`src/rtl/spi_nand_page_rd_ctrl.sv`:
```
// SPI NAND page read sequencer: PAGE READ, status poll, READ FROM CACHE.
// Single x1 mode-0 bus master; cache bytes leave over valid/ready.
module spi_nand_page_rd_ctrl #(
  parameter int CLK_DIV  = 2,
  parameter int CS_GAP   = 4,
  parameter int MAX_POLL = 1024,
  parameter int LEN_W    = 12
) (
  input  logic             clk,
  input  logic             rst,
  input  logic             start,
  input  logic [23:0]      row_addr,
  input  logic [15:0]      col_addr,
  input  logic [LEN_W-1:0] byte_cnt,
  output logic             busy,
  output logic             done,
  output logic             err_timeout,
  output logic [7:0]       rd_data,
  output logic             rd_valid,
  input  logic             rd_ready,
  output logic             spi_sck,
  output logic             spi_cs_n,
  output logic             spi_si,
  input  logic             spi_so,
  output logic             spi_wp_n,
  output logic             spi_hold_n
);

  localparam int TW = $clog2(2*CLK_DIV + CS_GAP + 1);
  localparam int BW = LEN_W + 4;
  localparam int PW = $clog2(MAX_POLL + 1);
  localparam logic [TW-1:0] HALF_LAST = TW'(CLK_DIV - 1);
  localparam logic [TW-1:0] LEAD_LAST = TW'(2*CLK_DIV - 1);
  localparam logic [TW-1:0] GAP_LAST  = TW'(CS_GAP - 1);
  localparam logic [PW-1:0] POLL_MAX  = PW'(MAX_POLL);

  typedef enum logic [2:0] {
    IDLE, PR_CMD, POLL, RD, GAP, FIN
  } state_t;

  typedef enum logic [1:0] {
    PH_LEAD, PH_LO, PH_HI, PH_TAIL
  } phase_t;

  state_t            state;
  state_t            gap_nxt;
  phase_t            ph;
  logic [TW-1:0]     tick;
  logic [BW-1:0]     bit_idx;
  logic [BW-1:0]     last_bit;
  logic [31:0]       tx_sr;
  logic [7:0]        rx_sr;
  logic [PW-1:0]     poll_cnt;
  logic [15:0]       col_q;
  logic [LEN_W-1:0]  cnt_q;

  logic              half_end;
  logic              rd_phase;
  logic              byte_end;
  logic              stall;
  logic [7:0]        rx_next;
  logic [PW-1:0]     poll_inc;

  assign half_end   = tick == HALF_LAST;
  assign rd_phase   = state == RD && bit_idx >= BW'(32);
  assign byte_end   = rd_phase && bit_idx[2:0] == 3'd7;
  assign stall      = rd_phase && bit_idx[2:0] == 3'd0
                      && rd_valid && !rd_ready;
  assign rx_next    = {rx_sr[6:0], spi_so};
  assign poll_inc   = poll_cnt + PW'(1);
  assign spi_wp_n   = 1'b1;
  assign spi_hold_n = 1'b1;

  always_ff @(posedge clk or posedge rst) begin
    if (rst) begin
      state       <= IDLE;
      gap_nxt     <= IDLE;
      ph          <= PH_LEAD;
      tick        <= '0;
      bit_idx     <= '0;
      last_bit    <= '0;
      tx_sr       <= '0;
      rx_sr       <= '0;
      poll_cnt    <= '0;
      col_q       <= '0;
      cnt_q       <= '0;
      busy        <= 1'b0;
      done        <= 1'b0;
      err_timeout <= 1'b0;
      rd_data     <= '0;
      rd_valid    <= 1'b0;
      spi_sck     <= 1'b0;
      spi_cs_n    <= 1'b1;
      spi_si      <= 1'b0;
    end else begin
      done <= 1'b0;
      if (rd_valid && rd_ready) rd_valid <= 1'b0;
      unique case (state)
        IDLE: begin
          busy <= 1'b0;
          if (start && !busy) begin
            busy        <= 1'b1;
            err_timeout <= 1'b0;
            poll_cnt    <= '0;
            col_q       <= col_addr;
            cnt_q       <= byte_cnt;
            tx_sr       <= {8'h13, row_addr};
            last_bit    <= BW'(31);
            bit_idx     <= '0;
            tick        <= '0;
            ph          <= PH_LEAD;
            spi_cs_n    <= 1'b0;
            state       <= PR_CMD;
          end
        end
        PR_CMD, POLL, RD: begin
          unique case (ph)
            PH_LEAD: begin
              if (tick == LEAD_LAST) begin
                tick   <= '0;
                ph     <= PH_LO;
                spi_si <= tx_sr[31];
                tx_sr  <= {tx_sr[30:0], 1'b0};
              end else begin
                tick <= tick + TW'(1);
              end
            end
            PH_LO: begin
              if (!half_end) begin
                tick <= tick + TW'(1);
              end else if (!stall) begin
                tick    <= '0;
                ph      <= PH_HI;
                spi_sck <= 1'b1;
              end
            end
            PH_HI: begin
              if (half_end) begin
                tick    <= '0;
                spi_sck <= 1'b0;
                rx_sr   <= rx_next;
                if (byte_end) begin
                  rd_data  <= rx_next;
                  rd_valid <= 1'b1;
                end
                if (bit_idx == last_bit) begin
                  ph     <= PH_TAIL;
                  spi_si <= 1'b0;
                end else begin
                  bit_idx <= bit_idx + BW'(1);
                  ph      <= PH_LO;
                  spi_si  <= tx_sr[31];
                  tx_sr   <= {tx_sr[30:0], 1'b0};
                end
              end else begin
                tick <= tick + TW'(1);
              end
            end
            PH_TAIL: begin
              if (half_end) begin
                tick     <= '0;
                spi_cs_n <= 1'b1;
                if (state == PR_CMD) begin
                  state   <= GAP;
                  gap_nxt <= POLL;
                end else if (state == POLL) begin
                  state    <= GAP;
                  poll_cnt <= poll_inc;
                  // rx_sr holds the full status byte; only OIP matters
                  if (rx_sr[0]) begin
                    if (poll_inc >= POLL_MAX) begin
                      err_timeout <= 1'b1;
                      gap_nxt     <= FIN;
                    end else begin
                      gap_nxt <= POLL;
                    end
                  end else begin
                    gap_nxt <= (cnt_q == '0) ? FIN : RD;
                  end
                end else begin
                  state <= FIN;
                end
              end else begin
                tick <= tick + TW'(1);
              end
            end
            default: ph <= PH_LEAD;
          endcase
        end
        GAP: begin
          if (tick == GAP_LAST) begin
            tick    <= '0;
            bit_idx <= '0;
            ph      <= PH_LEAD;
            state   <= gap_nxt;
            if (gap_nxt == POLL) begin
              spi_cs_n <= 1'b0;
              tx_sr    <= {8'h0F, 8'hC0, 16'h0000};
              last_bit <= BW'(23);
            end else if (gap_nxt == RD) begin
              spi_cs_n <= 1'b0;
              tx_sr    <= {8'h03, col_q, 8'h00};
              last_bit <= BW'({cnt_q, 3'b000}) + BW'(31);
            end
          end else begin
            tick <= tick + TW'(1);
          end
        end
        FIN: begin
          if (!rd_valid) begin
            done  <= 1'b1;
            state <= IDLE;
          end
        end
        default: state <= IDLE;
      endcase
    end
  end

endmodule
```
`config.mk`:
```
export PLATFORM = sky130hd
export DESIGN_NAME = spi_nand_page_rd_ctrl
export DESIGN_NICKNAME = d
export VERILOG_FILES = /design/src/rtl/spi_nand_page_rd_ctrl.sv
export SDC_FILE = /design/constraint.sdc
export NUM_CORES = 1
export LEC_CHECK = 0
export ABC_AREA = 1
export CAP_MARGIN = 30
export CORE_UTILIZATION = 40
export DETAILED_ROUTE_END_ITERATION = 8
export GPL_TIMING_DRIVEN = 0
export PLACE_DENSITY = 0.67
export SLEW_MARGIN = 20
export SYNTH_ARGS = -nofsm -noshare
export SYNTH_HDL_FRONTEND = slang
export SYNTH_SLANG_ARGS = --single-unit
```
`constraint.sdc`:
```
create_clock -name clk -period 6.2 [get_ports clk]
set_input_delay 1.24 -clock clk [delete_from_list [all_inputs] [get_ports clk]]
set_output_delay 1.24 -clock clk [all_outputs]
set_load 0.01 [all_outputs]
```
==> results.sh, run 1 <==
export IMPL_post_place_cells=1267
export IMPL_path_cells="clkdlybuf4s50_1, inv_1, nor2_1, nor2_1, nor2_4, nand3_2, inv_2, nand2_1, inv_2, nand2_1, o22ai_1"
export IMPL_post_cts_buffers=0
export IMPL_cts_resized=0
export IMPL_slew_headroom_pct=51.5
export IMPL_drt_initial_drc_count=369
export IMPL_dieArea_sq_um=18700
export IMPL_critPathArrivalTime_ns=3.29
export IMPL_crit_type="in -> reg"
export IMPL_clock_latency_ns=0.42
export IMPL_ys_warn_count=0
export IMPL_crit_family="simple AND/OR/NAND/NOR gates"
export IMPL_area_growth_pct=22.4
export IMPL_synthCells=969
export IMPL_die_x_microns=137
export IMPL_nets=1130
export IMPL_first_pass_iters=5
export IMPL_vias=6467
export IMPL_drive_gt1_share_pct=6.43
export IMPL_dp_hpwl_microns=12800
export IMPL_peakVddDrop_mv=0.269
export IMPL_rsz0062_at_grt="false"
export IMPL_ys_ff_latch=135
export IMPL_final_cell_mix="nand2_1 (331), dfrtp_1 (134), nand3_1 (123)"
export IMPL_r2r_start="state[1]$_DFFE_PP0P_"
export IMPL_grt_total_usage_pct=20.6
export IMPL_hold_path_startpoint="tx_sr[30]$_DFFE_PP0P_"
export IMPL_worstPathRequired_ns=6.54
export IMPL_post_route_min_period_ns=2.95
export IMPL_die_y_microns=137
export IMPL_p_leak_nw=4.29
export IMPL_wire_per_inst_microns=13.7
export IMPL_via_per_inst=4.98
export IMPL_io_pins=74
export IMPL_finalCritPeriodShare_pct=47.6
export IMPL_hold_path_class="reg -> reg"
export IMPL_core_area_sq_um=17500
export IMPL_final_common_cell="nand2_1"
export IMPL_end_kind="flop"
export IMPL_async_flop_share_pct=100
export IMPL_worst_setup_path_start_kind="input port"
export IMPL_grt_pass1_wl_microns=29800
export IMPL_start_util_pct=41.5
export IMPL_fin_skew_ns=0.00598
export IMPL_clock_fmax_mhz=339
export IMPL_place_gp_congestion=0.861
export IMPL_crit_slowest_cell="clkdlybuf4s50_1"
export IMPL_cts_made_buffers=17
export IMPL_setup_viol=0
export IMPL_row_count=48
export IMPL_worstMarginPinSlew_ns=0.728
export IMPL_ys_flop_type="dfrtp_1"
export IMPL_p_per_area_nw_per_um2=432
export IMPL_route_detailed_drc=0
export IMPL_clk_path_buf_depth=2
export IMPL_synth_cell_types=42
export IMPL_outcome="completed"
export IMPL_nFillCells=1729
export IMPL_hold_violations=0
export IMPL_synthesis_area_sq_um=7280
export IMPL_crit_start="start"
export IMPL_synth_edff_count=0
export IMPL_slew_violations=0
export IMPL_port_buffers=71
export IMPL_cp_slowest_stage_delay_ns=0.51
export IMPL_fin_cells=1298
export IMPL_grt_max_degree=76
export IMPL_cp_num_buf_inv=4
export IMPL_yosysSeqAreaShare_pct=46.4
export IMPL_syn_avg_cell_area_sq_um=7.51
export IMPL_postCtsHoldBufs=0
export IMPL_path_clk_slew_ns=0.06
export IMPL_grt_overflow_total=0
export IMPL_htreeDepth=4
export IMPL_setup_tns_ns=0
export IMPL_crit_fanout=10
export IMPL_cts_root_buf="clkbuf_16"
export IMPL_antenna_found_initial=0
export IMPL_drt_total_wl_microns=17800
export IMPL_cts_tree="yes"
export IMPL_grt_pass1_vias=5990
export IMPL_drv_cap=0
export IMPL_clkSinkCount=135
export IMPL_ant_nets=0
export IMPL_n_antenna_cell=0
==> cell usage after synthesis (2+ instances only) <==
cell type  instances  area (sq um)
nor4_1             4          25.0
o22ai_1            5          31.3
nand2_2            3          18.8
inv_2              6          22.5
or2_2              2          12.5
buf_1              7          26.3
nor2_4             3          33.8
xor2_1            18           158
ha_1              12           150
o31ai_1            5          37.5
buf_2              6          30.0
xnor2_1            2          17.5
buf_6              6          67.6
buf_4              3          22.5
o21ai_1            8          40.0
inv_1             94           353
a21oi_1           14          70.1
o21ai_0           60           300
nor3_1            12          60.1
nor2_2             3          18.8
nand2_1          331          1240
nor2_1            59           221
nand4_1           12          75.1
clkbuf_1          16          60.1
a31oi_1            2          12.5
dfrtp_1          134          3350
nand3_1          123           616
nand3b_1           2          15.0
o211ai_1           4          30.0
==> worst paths after layout <==
path                                      endpoint  slack [ns]  cells after the start
max                        last_bit[9]$_DFFE_PP0P_        3.25                     11
min                          tx_sr[30]$_DFFE_PP0P_        0.47                      2
max reg2reg                    tick[1]$_DFFE_PP0P_        4.00                      5
min reg2reg                  tx_sr[30]$_DFFE_PP0P_        0.47                      2
max in group asynchronous     spi_cs_n$_DFFE_PP1P_        4.23                      3
min in group asynchronous     cnt_q[8]$_DFFE_PP0P_        1.24                      2
==> registers in the layout, indices dropped and copies added (netlist names), 2 cells and up <==
register,count
ph,2
tx_sr,32
state,3
cnt_q,12
gap_nxt,3
col_q,16
rd_data,8
poll_cnt,11
tick,4
rx_sr,7
last_bit,14
bit_idx,16
==> cell families (layout without fill, tap and decap cells) <==
logic type,count (synthesis),after routing,synth area share [%]
AOI/OAI and AO/OA,104,104,8.00
xor gates and xnor gates,20,20,2.41
and+or+nand+nor,559,559,33.0
other,1,2,0.0515
DFF,135,135,46.4
buffers and inverters,138,241,8.00
adders and majority gates,12,12,2.06
==> worst min-delay path, stage by stage (launching register included) <==
cell     delay [ns]
dfrtp_1        0.34
nand2_1        0.05
nand2_1        0.05
==> power breakdown <==
| group | internal, mW | total (mW) | switching (mW) |
|---|---|---|---|
| sequential | 1.12 | 1.27 | 0.148 |
| clock | 0.660 | 1.03 | 0.372 |
| combinational | 0.531 | 1.54 | 1.01 |
| total | 2.31 | 3.84 | 1.53 |
==> layout make-up <==
class	instances	area [sq um]	area share, %
plain buffers	38	206	2.32
clock buffers	23	478	5.37
clock inverters	8	121	1.36
inverters	100	383	4.30
multi-input cells	697	3320	37.3
flip-flops and latches	135	3380	37.9
well taps	225	282	3.16
repair buffers	72	738	8.29
==> through the flow <==
step	total power, mW	utilization, %	instance area, sq um	hold WS [ns]	setup slack, ns
2_1_floorplan	2.38	-	7280	0.434	1.35
3_5_place_dp	2.82	47.4	8310	0.458	2.85
3_3_place_gp	2.79	47.2	8270	0.447	-0.629
4_1_cts	3.86	50.8	8910	0.473	3.27
6_report	3.84	50.8	8910	0.470	3.25
5_1_grt	4.13	50.8	8910	0.489	3.05
==> per-layer routing <==
metal | wire length, microns | global-route usage, % | share of wire, %
met5 | 0 | 0 | 0
met4 | 261 | 6.04 | 1.5
met3 | 880 | 4.00 | 5.0
met2 | 7840 | 30.8 | 44
met1 | 8790 | 30.0 | 49
(Power assumes the default switching activity.)
==> inputs of run 2 (changes only) <==
Clock period 6.2 ns to 2.9 ns, I/O delays scaled along.
==> results.sh, run 2 (synthesis results as in run 1) <==
export IMPL_cts_tree="yes"
export IMPL_worst_setup_path_start_kind="input port"
export IMPL_via_per_inst=5.03
export IMPL_slew_headroom_pct=51.0
export IMPL_hold_path_class="reg -> reg"
export IMPL_placed_area_sq_um=8360
export IMPL_largest_reg_flops=32
export IMPL_crit_family="simple AND/OR/NAND/NOR gates"
export IMPL_top_register="tx_sr"
export IMPL_clkSinkCount=135
export IMPL_die_x_microns=137
export IMPL_clk_path_buf_depth=2
export IMPL_route_detailed_drc=0
export IMPL_crit_slowest_cell="clkdlybuf4s50_1"
export IMPL_clock_latency_ns=0.43
export IMPL_cts_made_buffers=17
export IMPL_p_leak_nw=4.32
export IMPL_core_area_sq_um=17500
export IMPL_place_gp_congestion=0.862
export IMPL_post_route_min_period_ns=2.29
export IMPL_nets=1133
export IMPL_drt_total_wl_microns=18200
export IMPL_fin_ws_ns=0.606
export IMPL_cts_root_buf="clkbuf_16"
export IMPL_finalCritPeriodShare_pct=79.1
export IMPL_drv_cap=0
export IMPL_nFillCells=1710
export IMPL_setup_tns_ns=0
export IMPL_ant_nets=0
export IMPL_worstMarginPinSlew_ns=0.730
export IMPL_vias=6545
export IMPL_dieArea_sq_um=18700
export IMPL_dp_hpwl_microns=13100
export IMPL_critPathArrivalTime_ns=2.61
export IMPL_setup_viol=0
export IMPL_peakVddDrop_mv=0.491
export IMPL_die_y_microns=137
export IMPL_final_cell_mix="nand2_1 (331), dfrtp_1 (134), nand3_1 (123)"
export IMPL_grt_pass1_vias=6028
export IMPL_io_pins=74
export IMPL_dp_slack_ns=0.188
export IMPL_first_pass_iters=5
export IMPL_path_cells="clkdlybuf4s50_1, inv_1, nor2_1, nor2_1, nor2_4, nand2_2, a211oi_4, nand2_4, buf_6, nand2_1, nand2_1"
export IMPL_p_per_area_nw_per_um2=927
export IMPL_fin_skew_ns=0.0102
export IMPL_cts_resized=0
export IMPL_htreeDepth=4
export IMPL_area_growth_pct=23.4
export IMPL_antenna_found_initial=0
export IMPL_outcome="completed"
export IMPL_drive_gt1_share_pct=7.06
export IMPL_final_area_sq_um=8980
export IMPL_rsz0062_at_grt="false"
export IMPL_row_count=48
export IMPL_port_buffers=71
export IMPL_crit_type="in -> reg"
export IMPL_wire_per_inst_microns=14.0
export IMPL_drt_initial_drc_count=411
export IMPL_reg_top3="tx_sr x32, bit_idx x16, col_q x16"
export IMPL_start_util_pct=41.5
export IMPL_grt_total_usage_pct=21.1
export IMPL_grt_overflow_total=0
export IMPL_grt_pass1_wl_microns=30200
export IMPL_slew_violations=0
export IMPL_end_kind="flop"
export IMPL_path_clk_slew_ns=0.06
export IMPL_postCtsHoldBufs=0
export IMPL_cp_num_buf_inv=3
export IMPL_crit_fanout=10
export IMPL_cp_slowest_stage_delay_ns=0.52
export IMPL_worstPathRequired_ns=3.21
export IMPL_clock_fmax_mhz=436
export IMPL_grt_max_degree=36
export IMPL_hold_violations=0
export IMPL_n_antenna_cell=0
export IMPL_post_cts_buffers=0
export IMPL_final_common_cell="nand2_1"
[run 2: area by class of cell]
class	instances	area [sq um]	area share [%]
Buffer	38	206	2.30
Clock buffer	19	453	5.05
Clock inverter	13	168	1.87
Inverter	100	379	4.22
Multi-Input combinational cell	697	3320	37.0
Sequential cell	135	3380	37.6
Tap cell	225	282	3.14
Timing Repair Buffer	75	791	8.81
[run 2: where the power goes]
| part | internal [mW] | total (mW) | leakage [nW] | switching [mW] |
|---|---|---|---|---|
| logic | 1.14 | 3.31 | 2.25 | 2.17 |
| clock network | 1.41 | 2.29 | 0.306 | 0.882 |
| registers | 2.40 | 2.72 | 1.76 | 0.320 |
[run 2: through the flow]
step / cells / hold WS, ns / util (%) / power (mW)
after floorplan: 970 / 0.434 / - / 5.08
after global placement: 1266 / 0.446 / 47.2 / 5.97
after detailed placement: 1270 / 0.454 / 47.6 / 6.04
after CTS: 1302 / 0.468 / 51.2 / 8.36
after global routing: 1302 / 0.486 / 51.2 / 8.96
final: 1302 / 0.469 / 51.2 / 8.32
[run 2: worst paths after layout]
check,start,end,slack [ns],cells past startpoint
setup reg to reg,state[1]$_DFFE_PP0P_,tick[2]$_DFFE_PP0P_,0.69,6
min in group asynchronous,rst,cnt_q[5]$_DFFE_PP0P_,0.48,2
hold / removal,tx_sr[23]$_DFFE_PP0P_,tx_sr[23]$_DFFE_PP0P_,0.47,2
hold reg to reg,tx_sr[23]$_DFFE_PP0P_,tx_sr[23]$_DFFE_PP0P_,0.47,2
setup / recovery,start,tx_sr[3]$_DFFE_PP0P_,0.61,11
max in group asynchronous,rst,poll_cnt[4]$_DFFE_PP0P_,1.46,5
[run 2: worst register-to-register path: cells and delay by family (launching register included)]
kind | cells | cell delay, ns
flops | 1 | 0.47
compound gates | 2 | 0.53
simple gates | 3 | 0.96
buf+inv | 1 | 0.14
[run 2: metal layers]
layer	vias to the layer above	part of all wire, %	track usage, %
met5	-	0	0
met4	0	1.5	6.65
met3	24	5.2	4.70
met2	184	45	31.9
met1	3021	49	29.9
li1	3316	-	-
==> inputs of run 3 (changes only) <==
Settings changed: PLACE_DENSITY 0.67 to 0.69.
Clock period 2.9 ns to 1.9 ns, I/O delays scaled along.
==> results.sh, run 3 (synthesis results as in run 1) <==
export IMPL_p_per_area_nw_per_um2=1460
export IMPL_crit_fanout=10
export IMPL_grt_max_degree=35
export IMPL_dp_slack_ns=-0.625
export IMPL_worstMarginPinSlew_ns=0.613
export IMPL_grt_pass1_wl_microns=31100
export IMPL_area_growth_pct=30.0
export IMPL_die_x_microns=137
export IMPL_end_kind="flop"
export IMPL_top_register="tx_sr"
export IMPL_grt_total_usage_pct=21.7
export IMPL_wire_per_inst_microns=14.6
export IMPL_fin_skew_ns=0.0100
export IMPL_drt_initial_drc_count=500
export IMPL_start_util_pct=41.5
export IMPL_clkSinkCount=135
export IMPL_clock_fmax_mhz=508
export IMPL_hold_path_class="in -> async"
export IMPL_cts_tree="yes"
export IMPL_die_y_microns=137
export IMPL_nets=1157
export IMPL_hold_worst_slack_ns=0.372
export IMPL_row_count=48
export IMPL_crit_type="reg -> reg"
export IMPL_io_pins=74
export IMPL_multi_input_area_sq_um=3480
export IMPL_antenna_found_initial=0
export IMPL_via_per_inst=5.12
export IMPL_grt_pass1_vias=6299
export IMPL_slew_headroom_pct=59.0
export IMPL_peakVddDrop_mv=0.819
export IMPL_core_area_sq_um=17500
export IMPL_regArea_sq_um=3390
export IMPL_nFillCells=1642
export IMPL_post_route_min_period_ns=1.97
export IMPL_dieArea_sq_um=18700
export IMPL_grt_overflow_total=0
export IMPL_hold_violations=0
export IMPL_port_buffers=71
export IMPL_drt_total_wl_microns=19300
export IMPL_p_leak_nw=4.55
export IMPL_first_pass_iters=8
export IMPL_route_detailed_drc=0
export IMPL_clock_latency_ns=0.43
export IMPL_place_gp_congestion=0.868
export IMPL_htreeDepth=4
export IMPL_drv_cap=0
export IMPL_cts_made_buffers=17
export IMPL_drive_gt1_share_pct=14.0
export IMPL_reg_top3="tx_sr x32, bit_idx x16, col_q x16"
export IMPL_critPathArrivalTime_ns=2.28
export IMPL_slew_violations=0
export IMPL_worst_setup_path_start_kind="flop"
export IMPL_cts_root_buf="clkbuf_16"
export IMPL_worstPathRequired_ns=2.22
export IMPL_n_antenna_cell=0
export IMPL_clk_path_buf_depth=2
export IMPL_outcome="finished with violations"
export IMPL_fin_ws_ns=-0.0682
export IMPL_dp_hpwl_microns=13300
export IMPL_setup_viol=32
export IMPL_final_common_cell="nand2_1"
export IMPL_vias=6784
export IMPL_largest_reg_flops=32
export IMPL_final_cell_mix="nand2_1 (321), dfrtp_1 (128), nand3_1 (120)"
export IMPL_rsz0062_at_grt="true"
export IMPL_ant_nets=0
export IMPL_path_clk_slew_ns=0.06
export IMPL_finalCritPeriodShare_pct=104
export IMPL_violations="negative setup slack"
[run 3: final timing paths]
path	startpoint	endpoint	slack, ns	depth (start not counted)
min	rst	last_bit[7]$_DFFE_PP0P_	0.37	2
max reg2reg	state[0]$_DFFE_PP0P_	tx_sr[15]$_DFFE_PP0P_	-0.07	12
min in group clk	tx_sr[27]$_DFFE_PP0P_	tx_sr[27]$_DFFE_PP0P_	0.47	2
max in group asynchronous	rst	spi_cs_n$_DFFE_PP1P_	0.49	5
max	state[0]$_DFFE_PP0P_	tx_sr[15]$_DFFE_PP0P_	-0.07	12
min reg2reg	tx_sr[27]$_DFFE_PP0P_	tx_sr[27]$_DFFE_PP0P_	0.47	2
[run 3: final cells by class]
class | instances | share of cell area (%)
flip-flops and latches | 135 | 35.8
multi-input cells | 697 | 36.8
well taps | 225 | 2.98
clock inverters | 11 | 1.83
clock buffers | 19 | 4.79
inverters | 100 | 4.09
plain buffers | 37 | 2.87
repair buffers | 100 | 10.8
[run 3: per-stage QoR]
| step | TNS, ns | instance area, sq um | std cells | power (mW) | utilization [%] |
|---|---|---|---|---|---|
| global placement | -238.04 | 8280 | 1266 | 9.11 | 47.2 |
| finish | -1.15 | 9460 | 1324 | 13.8 | 53.9 |
| CTS | 0 | 9170 | 1308 | 13.1 | 52.3 |
| global route | -4.26 | 9460 | 1324 | 14.7 | 53.9 |
| detailed placement | -49.87 | 8360 | 1270 | 9.23 | 47.7 |
| floorplan | -21.22 | 7280 | 970 | 7.75 | - |
[run 3: repair_timing]
action | 4_1_cts | 5_1_grt
pin swaps | 4 | 6
setup buffers | 9 | 15
gates cloned | 0 | 1
resized for setup | 39 | 59
hold buffers | 0 | 0
endpoints found under the setup margin | 111 | 121
[run 3: worst max-delay path: stages (launching register included)]
cell	delay [ns]
dfrtp_1	0.43
nor2_4	0.19
buf_4	0.14
buf_6	0.08
nor2_1	0.04
inv_2	0.09
nand2_2	0.08
a211oi_4	0.27
buf_12	0.17
nand2_8	0.08
buf_6	0.15
nand2_1	0.07
nand2_1	0.06
[run 3: per-layer routing]
metal,wire length [microns],global-route usage (%),vias to the layer above
met5,0,0,-
met4,479,8.30,0
met3,1060,5.41,33
met2,8790,32.7,188
met1,8950,29.8,3199
li1,-,-,3364
[run 3: power breakdown]
part / total (mW) / switching (mW) / internal (mW)
clock network: 3.55 / 1.29 / 2.26
registers: 4.17 / 0.500 / 3.67
logic: 6.09 / 3.68 / 2.41
total: 13.8 / 5.47 / 8.34
